===== config.mk =====
export PLATFORM = sky130hd
export DESIGN_NAME = cpu_core
export DESIGN_NICKNAME = d
export VERILOG_FILES = /design/src/rtl/typedefs.sv /design/src/rtl/cpu_core_mem.sv /design/src/rtl/cpu_core.sv
export SDC_FILE = /design/constraint.sdc
export NUM_CORES = 1
export LEC_CHECK = 0
export ABC_AREA = 1
export CORE_MARGIN = 2
export CORE_UTILIZATION = 35
export DETAILED_ROUTE_END_ITERATION = 7
export PLACE_DENSITY = 0.57
export SLEW_MARGIN = 30
export SYNTH_ARGS = -nofsm -noshare
export SYNTH_HDL_FRONTEND = slang
export SYNTH_HIERARCHICAL = 1
export SYNTH_SLANG_ARGS = --single-unit

===== constraint.sdc =====
create_clock -name clk -period 4.3 [get_ports clk]
set_clock_uncertainty 0.1 [all_clocks]
set_input_delay 0.86 -clock clk [delete_from_list [all_inputs] [get_ports clk]]
set_output_delay 0.86 -clock clk [all_outputs]
set_load 0.02 [all_outputs]

===== src/rtl/typedefs.sv =====
// Shared types for the 8-bit accumulator CPU: opcodes, phase encoding, ALU helper.
// Latency: n/a (types and a combinational function only).
// Backpressure: n/a.
package typedefs;

  localparam int DATA_W    = 8;
  localparam int ADDR_W    = 5;
  localparam int MEM_DEPTH = 32;

  typedef enum logic [2:0] {
    HLT = 3'd0,
    SKZ = 3'd1,
    ADD = 3'd2,
    AND = 3'd3,
    XOR = 3'd4,
    LDA = 3'd5,
    STO = 3'd6,
    JMP = 3'd7
  } opcode_t;

  // Eight instruction phases; bit 2 set means the operand half of the instruction.
  typedef enum logic [2:0] {
    INST_ADDR  = 3'd0,
    INST_FETCH = 3'd1,
    INST_LOAD  = 3'd2,
    IDLE       = 3'd3,
    OP_ADDR    = 3'd4,
    OP_FETCH   = 3'd5,
    ALU_OP     = 3'd6,
    STORE      = 3'd7
  } state_t;

  // Modulo-256 ALU, no carry or flags. Opcodes that do not load AC pass it through.
  function automatic logic [DATA_W-1:0] alu(input opcode_t op,
                                            input logic [DATA_W-1:0] ac,
                                            input logic [DATA_W-1:0] m);
    logic [DATA_W-1:0] res;
    res = ac;
    case (op)
      ADD:     res = ac + m;
      AND:     res = ac & m;
      XOR:     res = ac ^ m;
      LDA:     res = m;
      default: res = ac;
    endcase
    return res;
  endfunction

endpackage


===== src/rtl/cpu_core_mem.sv =====
// Unified 32x8 instruction/data memory: combinational read, clocked write, no reset.
// Latency: read 0 cycles (same cycle as address), write lands on the rising edge.
// Backpressure: none; always accepts a write when i_we is high.
// Ports: clk; i_we write enable; i_addr 5-bit address; i_wdata write byte; o_rdata read byte.
module cpu_core_mem
  import typedefs::*;
(
  input  logic              clk,
  input  logic              i_we,
  input  logic [ADDR_W-1:0] i_addr,
  input  logic [DATA_W-1:0] i_wdata,
  output logic [DATA_W-1:0] o_rdata
);

  // Contents are deliberately left out of reset so a program survives a CPU reset.
  logic [DATA_W-1:0] memory [0:MEM_DEPTH-1];

  assign o_rdata = memory[i_addr];

  always_ff @(posedge clk) begin
    if (i_we) begin
      memory[i_addr] <= i_wdata;
    end
  end

endmodule


===== src/rtl/cpu_core.sv =====
// 8-bit accumulator CPU top: phase controller, PC, IR, AC, address mux, memory instance.
// Latency: 8 cycles per instruction; HLT raises halt 4 cycles after its fetch starts.
// Backpressure: none; free-running, only reset or HLT stops the phase counter.
// Ports: clk clock; rst_ async active-low reset; halt sticky HLT flag; load_ir high in INST_LOAD/IDLE.
module cpu_core
  import typedefs::*;
(
  input  logic clk,
  input  logic rst_,
  output logic halt,
  output logic load_ir
);

  logic [ADDR_W-1:0] pc_addr;
  logic [DATA_W-1:0] r_ir;
  logic [DATA_W-1:0] r_ac;
  logic              r_halt;
  state_t            r_phase;
  state_t            w_phase_nxt;

  opcode_t           w_op;
  logic [ADDR_W-1:0] w_opnd;
  logic              w_zero;
  logic [ADDR_W-1:0] w_addr;
  logic [DATA_W-1:0] w_rdata;

  logic w_ir_ld;
  logic w_halt_set;
  logic w_pc_inc;
  logic w_pc_jmp;
  logic w_ac_ld;
  logic w_mem_we;

  assign w_op   = opcode_t'(r_ir[7:5]);
  assign w_opnd = r_ir[4:0];
  assign w_zero = (r_ac == '0);

  // Phases 0-3 address the instruction via PC, phases 4-7 the operand via IR.
  assign w_addr = r_phase[2] ? w_opnd : pc_addr;

  assign halt = r_halt;

  cpu_core_mem mem1 (
    .clk     (clk),
    .i_we    (w_mem_we),
    .i_addr  (w_addr),
    .i_wdata (r_ac),
    .o_rdata (w_rdata)
  );

  always_ff @(posedge clk or negedge rst_) begin
    if (!rst_) begin
      r_phase <= INST_ADDR;
    end else begin
      r_phase <= w_phase_nxt;
    end
  end

  always_comb begin
    w_phase_nxt = r_phase;
    load_ir     = 1'b0;
    w_ir_ld     = 1'b0;
    w_halt_set  = 1'b0;
    w_pc_inc    = 1'b0;
    w_pc_jmp    = 1'b0;
    w_ac_ld     = 1'b0;
    w_mem_we    = 1'b0;
    case (r_phase)
      INST_ADDR:  w_phase_nxt = INST_FETCH;
      INST_FETCH: w_phase_nxt = INST_LOAD;
      INST_LOAD: begin
        load_ir     = 1'b1;
        w_ir_ld     = 1'b1;
        w_phase_nxt = IDLE;
      end
      IDLE: begin
        load_ir     = 1'b1;
        // IR is already valid here, so halt is raised on the edge entering OP_ADDR.
        w_halt_set  = (w_op == HLT);
        w_phase_nxt = OP_ADDR;
      end
      OP_ADDR: begin
        // HLT parks the controller here with PC still pointing at the HLT word.
        if (w_op != HLT) begin
          w_pc_inc    = 1'b1;
          w_phase_nxt = OP_FETCH;
        end
      end
      OP_FETCH: w_phase_nxt = ALU_OP;
      ALU_OP: begin
        w_pc_inc    = (w_op == SKZ) && w_zero;
        w_pc_jmp    = (w_op == JMP);
        w_phase_nxt = STORE;
      end
      STORE: begin
        w_ac_ld     = (w_op == ADD) || (w_op == AND) || (w_op == XOR) || (w_op == LDA);
        w_mem_we    = (w_op == STO);
        w_phase_nxt = INST_ADDR;
      end
      default: w_phase_nxt = INST_ADDR;
    endcase
  end

  always_ff @(posedge clk or negedge rst_) begin
    if (!rst_) begin
      pc_addr <= '0;
      r_ir    <= '0;
      r_ac    <= '0;
      r_halt  <= 1'b0;
    end else begin
      if (w_ir_ld) begin
        r_ir <= w_rdata;
      end
      if (w_pc_jmp) begin
        pc_addr <= w_opnd;
      end else if (w_pc_inc) begin
        pc_addr <= pc_addr + 5'd1;
      end
      if (w_ac_ld) begin
        r_ac <= alu(w_op, r_ac, w_rdata);
      end
      if (w_halt_set) begin
        r_halt <= 1'b1;
      end
    end
  end

endmodule


==> results of run 1 <==
-- cell type report --
cell class | instances | area (µm²)
Clock buffer | 36 | 795
Clock inverter | 20 | 88.8
Fill cell | 3513 | 21500
Inverter | 44 | 170
Multi-Input combinational cell | 942 | 3900
Sequential cell | 281 | 8310
Tap cell | 461 | 577
Timing Repair Buffer | 27 | 260
-- synth_stat cells --
cell type,instances,area [µm²]
nand2_1,767,2880
edfxtp_1,256,7690
nor2_1,73,274
inv_1,29,109
buf_2,25,125
dfrtp_1,25,626
nand3_1,23,115
o21ai_0,17,85.1
buf_4,15,113
inv_2,14,52.6
a21oi_1,9,45.0
ha_1,9,113
nor3_2,9,90.1
clkbuf_1,8,30.0
nand4_1,6,37.5
nand2_2,4,25.0
a31oi_1,3,18.8
nand3_2,3,30.0
nor3_1,3,15.0
o21ai_1,3,15.0
mux2_2,2,22.5
xnor2_1,2,17.5
xor2_1,2,17.5
buf_6,1,11.3
fa_1,1,20.0
inv_4,1,6.26
nand3b_1,1,7.51
nor2_2,1,6.26
nor2_4,1,11.3
nor2_8,1,20.0
o22ai_1,1,6.26
o31ai_1,1,7.51
-- stage by stage --
stage	power, mW	hold WS [ns]	setup WS [ns]	area [µm²]	std cells
final	5.27	0.385	0.606	14100	1811
after floorplan	2.99	0.353	1.37	12600	1316
after global routing	5.44	0.420	0.193	14100	1811
after detailed placement	3.00	0.378	0.637	13200	1755
after CTS	5.33	0.393	0.639	14100	1811
after global placement	3.00	0.375	0.643	13200	1755
-- routing by layer --
layer	wire (µm)	track usage
met1	13800	0.228
met2	14000	0.260
met4	790	0.0488
met5	0	0
met3	1580	0.0210
-- critical path, delay by kind of cell, from the launching register on --
| kind | cells | cell delay, ns |
|---|---|---|
| AND/OR/NAND/NOR | 18 | 1.59 |
| buffers and inverters | 3 | 0.71 |
| adder cells (fa/ha/maj) | 2 | 0.67 |
| flip-flops | 1 | 0.47 |
-- flip-flops by register name, summed over array words and instances, names as in the netlist --
| register | cells |
|---|---|
| mem1/memory | 256 |
| r_ac | 8 |
| r_ir | 8 |
| pc_addr | 5 |
| r_phase | 3 |
| halt | 1 |
-- worst paths after layout --
path	end
worst max-delay path	r_ac[6]$_DFFE_PN0P_
worst min-delay path	r_ir[1]$_DFFE_PN0P_
worst max register to register	r_ac[6]$_DFFE_PN0P_
worst min register to register	r_ir[1]$_DFFE_PN0P_
max in group asynchronous	r_ac[3]$_DFFE_PN0P_
min in group asynchronous	r_ir[5]$_DFFE_PN0P_
-- placed cells by master, fill, tap and decap left out, types with 2 or more instances in the layout --
cell,n
nand2_1,766
edfxtp_1,256
nor2_1,73
clkbuf_16,31
inv_1,29
dfrtp_1,25
nand3_1,23
buf_4,20
o21ai_0,16
inv_2,13
clkinv_1,13
a21oi_1,9
nor3_2,9
ha_1,9
nand4_1,6
clkbuf_1,5
clkinv_2,5
nand2_2,4
buf_12,4
nor3_1,3
nand3_2,3
o21ai_1,3
a31oi_1,3
clkdlybuf4s50_1,3
mux2_2,2
inv_4,2
xnor2_1,2
xor2_1,2
clkinvlp_4,2
-- report_power, final --
| group | total (mW) | switching, mW | internal, mW |
|---|---|---|---|
| clock | 2.33 | 1.03 | 1.30 |
| sequential | 2.94 | 0 | 2.94 |
| combinational | 0.00647 | 0.00508 | 0.00139 |
| total | 5.27 | 1.03 | 4.24 |
-- cell families (layout without fill, tap and decap cells) --
kind of cell,count (synthesis),in the layout,synth area share
AND/OR/NAND/NOR,892,892,0.278
flip-flops,281,281,0.658
buffers and inverters,93,127,0.0353
AO/OA/AOI/OAI,34,34,0.0141
adder cells (fa/ha/maj),10,10,0.0105
XOR/XNOR,4,4,0.00277
multiplexers,2,2,0.00178
==> results.txt, run 1 <==
Layout cells sized above 1: 0.0741
Max frequency: 0.271 GHz
Initial Utilization: 0.355
Die Y-Extent: 194 µm
Worst hold path depth: 2
Peak supply drop: 0.332 mV
Yosys warns: 6
R2R depth: 23
Leak pwr: 5.39 nW
Nets: 1,338
RR Startpoint: r_phase[2]$_DFFE_PN0P_
Clk sinks: 281
Post-Syn Area: 12,600 µm²
Post-DP HPWL: 18,700 µm
Root buffer cell: clkbuf_16
Crit. End Element: flop
Routed Antenna Nets: 0
Routed vias: 8,589
Drt total wl: 30,100 µm
Max Cap Viol: 0
Largest net degree at the start of global routing: 77
Initial antenna violation count: 0
Pins Over Slew Limit: 0
Worst Setup Path Type: flop to flop
Final weighted congestion of routability-driven global placement: 0.868
Fin crit share: 0.859
Worst min path class: flop to flop
Status: finished, final reports clean
Clk_lat worst skew: 0.55 ns
CORE AREA: 35,600 µm²
# diodes: 0
Crit path DAT: 4.04 ns
Post-DR vias/cell: 4.74
Clock Path Buffers: 3
Hold_buf cts: 0
Number of global-route vias before repair: 8,488
Site row count: 69
Post-cts resize count: 0
Setup TNS: 0 ns
Netlist cell types: 32
CP peak stage delay: 0.47 ns
Min-delay src: r_ir[1]$_DFFE_PN0P_
Area grow syn2layout: 11.6%
Chip width: 194 µm
Most Frequent Cell on Critical Path: nand2_1
I/O pin total: 4
# port buffers: 3
Clock-pin slew on the worst setup and hold paths: 0.06 ns
PD cells: 374 nW/µm²
Setup violators final: 0
Mapped Cells: 1,316
First-pass GRT wire length: 48,100 µm
Rel. slew slack: 0.432
Tmin final: 3.69 ns
Final Hold Fails: 0
Final cell utilization of the core: 0.396
Crit-path max FO: 39
Synthesized net count: 1,328
Total grt overflow: 0
Initial drt markers: 787
Critical Path Start: r_phase[2]$_DFFE_PN0P_
TritonCTS buffer count: 30
H-Tree Depth: 1
Register area share after synthesis: 0.658
Die area: 37,600 µm²
Setup Buffers After CTS: 0
All-Layer GR Usage: 0.162
DRC violations left: 0
Count of state elements after synthesis: 281
Detailed-router iteration count before antenna repair: 7
Syn_area_per_cell: 9.60 µm²
Crit path required time: 4.64 ns
TritonCTS clock tree: done
Worst path slowest cell: dfrtp_1
Crit path cell chain: inv_2 -> nand2_1 -> nand2_4 -> inv_4 -> buf_12 -> nand2_1 -> nand2_1 -> nand2_1 -> nand2_1 -> nand2_1 -> nand2_1 -> nor2_1 -> nand2_1 -> ha_1 -> fa_1 -> nand3_1 -> nand2_1 -> nand2_1 -> nand2_1 -> nand2_1 -> nand3_1 -> nand2_1 -> nand2_1
Setup crit start kind: flop
Slew @ Worst Pin: 0.852 ns
R2r setup slk: 0.61 ns
RSZ-0062 raised after global routing: false
WL/cell: 16.6 µm
Power figures use the tool's default switching activity.
==> inputs of run 2 (changes only) <==
--- a/config.mk
+++ b/config.mk
@@ -5,7 +5,7 @@
 export SDC_FILE = /design/constraint.sdc
 export NUM_CORES = 1
 export LEC_CHECK = 0
-export ABC_AREA = 1
+export ABC_AREA = 0
 export CORE_MARGIN = 2
 export CORE_UTILIZATION = 35
 export DETAILED_ROUTE_END_ITERATION = 7
==> results.txt, run 2 <==
Clock-pin slew on the worst setup and hold paths: 0.06 ns (about the same)
Clock Path Buffers: 3 (unchanged)
CORE AREA: 33,300 µm² (was 35,600 µm²)
# port buffers: 3 (unchanged)
All-Layer GR Usage: 0.150 (was 0.162)
Sequential fraction of design power: 0.564 (was 0.557)
Area grow syn2layout: 14.6% (was 11.6%)
Clock power frac: 0.435 (was 0.442)
Initial drt markers: 529 (was 787)
PnR worst setup slack: 0.197 ns (was 0.606 ns)
Worst Setup Path Type: flop to flop (unchanged)
Initial Utilization: 0.352 (was 0.355)
TritonCTS clock tree: done (unchanged)
Register area share after synthesis: 0.709 (was 0.658)
Top cells by count, synth: edfxtp_1, mux2i_1, o22ai_1 (was nand2_1, edfxtp_1, nor2_1)
Slew @ Worst Pin: 0.954 ns (was 0.852 ns)
Count of state elements after synthesis: 281 (unchanged)
Post-Syn Area: 11,700 µm² (was 12,600 µm²)
Critical Path Start: r_phase[2]$_DFFE_PN0P_ (unchanged)
Pint: 4.22 mW (was 4.24 mW)
Max frequency: 0.244 GHz (was 0.271 GHz)
Post-DP HPWL: 17,200 µm (was 18,700 µm)
DRC violations left: 0 (unchanged)
Sw Share: 0.189 (was 0.196)
Routed vias: 6,525 (was 8,589)
Number of flip-flops in the largest register: 256 (unchanged)
Hold worst-path end: halt$_DFFE_PN0P_ (was r_ir[1]$_DFFE_PN0P_)
Commonest non-fill, non-tap cell in the layout: edfxtp_1 (was nand2_1)
Rel. slew slack: 0.364 (was 0.432)
Fin crit share: 0.954 (was 0.859)
RR Startpoint: r_phase[2]$_DFFE_PN0P_ (unchanged)
Dpl ws: 0.140 ns (was 0.637 ns)
RSZ-0062 raised after global routing: false (unchanged)
Top-area cell type share of the netlist area: 0.655 (was 0.608)
# diodes: 0 (unchanged)
Number of global-route vias before repair: 6,477 (was 8,488)
Pins Over Slew Limit: 0 (unchanged)
Ranking of synthesized cells by area: edfxtp_1, mux2i_1, dfrtp_1, o22ai_1, mux2_2 (was edfxtp_1, nand2_1, dfrtp_1, nor2_1, buf_2)
Crit-path max FO: 24 (was 39)
Setup crit start kind: flop (unchanged)
Mapped Cells: 736 (was 1,316)
Max Cap Viol: 0 (unchanged)
Crit path required time: 4.64 ns (about the same)
Yosys warns: 6 (unchanged)
R2R depth: 13 (was 23)
Cell taking the most area after synthesis: edfxtp_1 (unchanged)
Hold_buf cts: 0 (unchanged)
PD cells: 388 nW/µm² (was 374 nW/µm²)
Worst min path class: flop to flop (unchanged)
Routed Antenna Nets: 0 (unchanged)
WL/cell: 21.4 µm (was 16.6 µm)
Most frequent cells in the layout: edfxtp_1, mux2i_1, o22ai_1 (was nand2_1, edfxtp_1, nor2_1)
Comb pwr share: 0.001 (about the same)
Total grt overflow: 0 (unchanged)
Layout fillers: 3,069 (was 3,513)
Initial antenna violation count: 0 (unchanged)
Detailed-router iteration count before antenna repair: 5 (was 7)
Final cell utilization of the core: 0.404 (was 0.396)
TritonCTS buffer count: 29 (was 30)
Clk sinks: 281 (unchanged)
H-Tree Depth: 1 (unchanged)
Setup violators final: 0 (unchanged)
Die Y-Extent: 187 µm (was 194 µm)
Chip width: 187 µm (was 194 µm)
Asr flop ratio synth: 0.0890 (unchanged)
Layout cells sized above 1: 0.155 (was 0.0741)
Largest regs: mem1/memory: 256 flops, r_ac: 8 flops, r_ir: 8 flops (unchanged)
Peak supply drop: 0.318 mV (was 0.332 mV)
Status: finished, final reports clean (unchanged)
Min-delay src: halt$_DFFE_PN0P_ (was r_ir[1]$_DFFE_PN0P_)
R2r setup slk: 0.20 ns (was 0.61 ns)
EDFF count, synth: 256 (unchanged)
Net Sw Power: 0.985 mW (was 1.03 mW)
Largest net degree at the start of global routing: 39 (was 77)
Leak pwr: 4.73 nW (was 5.39 nW)
Reg2reg end: r_ac[7]$_DFFE_PN0P_ (was r_ac[6]$_DFFE_PN0P_)
Root buffer cell: clkbuf_16 (unchanged)
Crit. End Element: flop (unchanged)
Die area: 35,000 µm² (was 37,600 µm²)
Tmin final: 4.10 ns (was 3.69 ns)
Post-DR vias/cell: 5.23 (was 4.74)
Final weighted congestion of routability-driven global placement: 0.811 (was 0.868)
Netlist cell types: 54 (was 32)
Clk_lat worst skew: 0.54 ns (was 0.55 ns)
Prevailing post-synth register cell: edfxtp_1 (unchanged)
Crit path DAT: 4.44 ns (was 4.04 ns)
Site row count: 67 (was 69)
First-pass GRT wire length: 40,100 µm (was 48,100 µm)
Drt total wl: 26,700 µm (was 30,100 µm)
I/O pin total: 4 (unchanged)
Worst hold path depth: 1 (was 2)
Most common cell in the synthesized netlist: edfxtp_1 (was nand2_1)
Final Hold Fails: 0 (unchanged)
Syn_area_per_cell: 15.9 µm² (was 9.60 µm²)
Nets: 792 (was 1,338)
Synthesized net count: 748 (was 1,328)
Largest reg by FF count: mem1/memory (unchanged)
Setup TNS: 0 ns (unchanged)
==> run 2: cell types whose count changed after synthesis, sizes merged, moves of 6 or more <==
cell and change:
nor2 -33, a211oi +6, nor4 +16, inv -43, nand2 -747, o21ai -9, mux2i +133, o22ai +66
mux2 +17, nand3 -18, buf -12
==> run 2: worst max-delay path, cell delays in order (launching register included) <==
cell and delay [ns]:
dfrtp_2 0.49, mux2_2 0.53, nand4bb_1 0.27, buf_4 0.18
o22ai_1 0.13, nor4_2 0.48, buf_4 0.19, nand2_1 0.12
ha_1 0.29, a211oi_1 0.36, o21ai_0 0.23, a41oi_1 0.29
mux2i_1 0.11, a211oi_1 0.22
==> run 2: cell families after synthesis <==
kind of cell             count (synthesis)  share of synthesized area
AO/OA/AOI/OAI                          105                     0.0599
flip-flops                             281                      0.709
buffers and inverters                   43                     0.0177
adder cells (fa/ha/maj)                 10                     0.0113
multiplexers                           152                      0.132
AND/OR/NAND/NOR                        138                     0.0653
XOR/XNOR                                 7                    0.00523
==> run 2: area by class of cell <==
| type | instances | area [µm²] | area share |
|---|---|---|---|
| tap | 448 | 561 | 0.0417 |
| sequential | 281 | 8320 | 0.619 |
| clock buffer | 33 | 741 | 0.0551 |
| inverter | 1 | 3.75 | 0.000279 |
| clock inverter | 18 | 113 | 0.00838 |
| timing repair buffer | 54 | 450 | 0.0335 |
| multi-input combinational | 413 | 3250 | 0.242 |
==> run 2: timing repair <==
| action | 4_1_cts | 5_1_grt |
|---|---|---|
| setup buffers | 0 | 6 |
| gates resized for setup | 0 | 5 |
| endpoints found under the setup margin | 0 | 3 |
==> run 2: per-stage QoR <==
step,hold slack (ns),instances,instance area [µm²],power [mW]
2_1_floorplan,0.393,736,11700,2.99
3_3_place_gp,0.340,1190,12500,3.00
3_5_place_dp,0.350,1190,12500,3.00
4_1_cts,0.363,1241,13400,5.26
5_1_grt,0.376,1248,13400,5.38
6_report,0.355,1248,13400,5.21
==> run 2: per-layer routing <==
metal / GRT usage / wire [µm] / up-vias
li1: - / - / 3023
met1: 0.204 / 11900 / 3334
met2: 0.255 / 13200 / 129
met3: 0.0169 / 1080 / 39
met4: 0.0397 / 506 / 0
met5: 0 / 0 / -
==> run 2: worst max path at each step <==
stage | end | slack, ns
floorplan | r_ac[6]$_DFFE_PN0P_ | 0.44
global placement | r_ac[7]$_DFFE_PN0P_ | 0.17
detailed placement | r_ac[7]$_DFFE_PN0P_ | 0.14
CTS | r_ac[7]$_DFFE_PN0P_ | 0.1
global route | r_ac[7]$_DFFE_PN0P_ | 0.02
finish | r_ac[7]$_DFFE_PN0P_ | 0.20
==> run 2: power by group through the flow <==
| stage | combinational [mW] | sequential [mW] | clock, mW |
|---|---|---|---|
| after floorplan | 0.00000202 | 2.99 | 0 |
| after global placement | 0.00672 | 2.99 | 0 |
| after detailed placement | 0.00669 | 2.99 | 0 |
| after CTS | 0.00672 | 2.94 | 2.32 |
| after global routing | 0.00751 | 2.94 | 2.43 |
| final | 0.00621 | 2.94 | 2.26 |
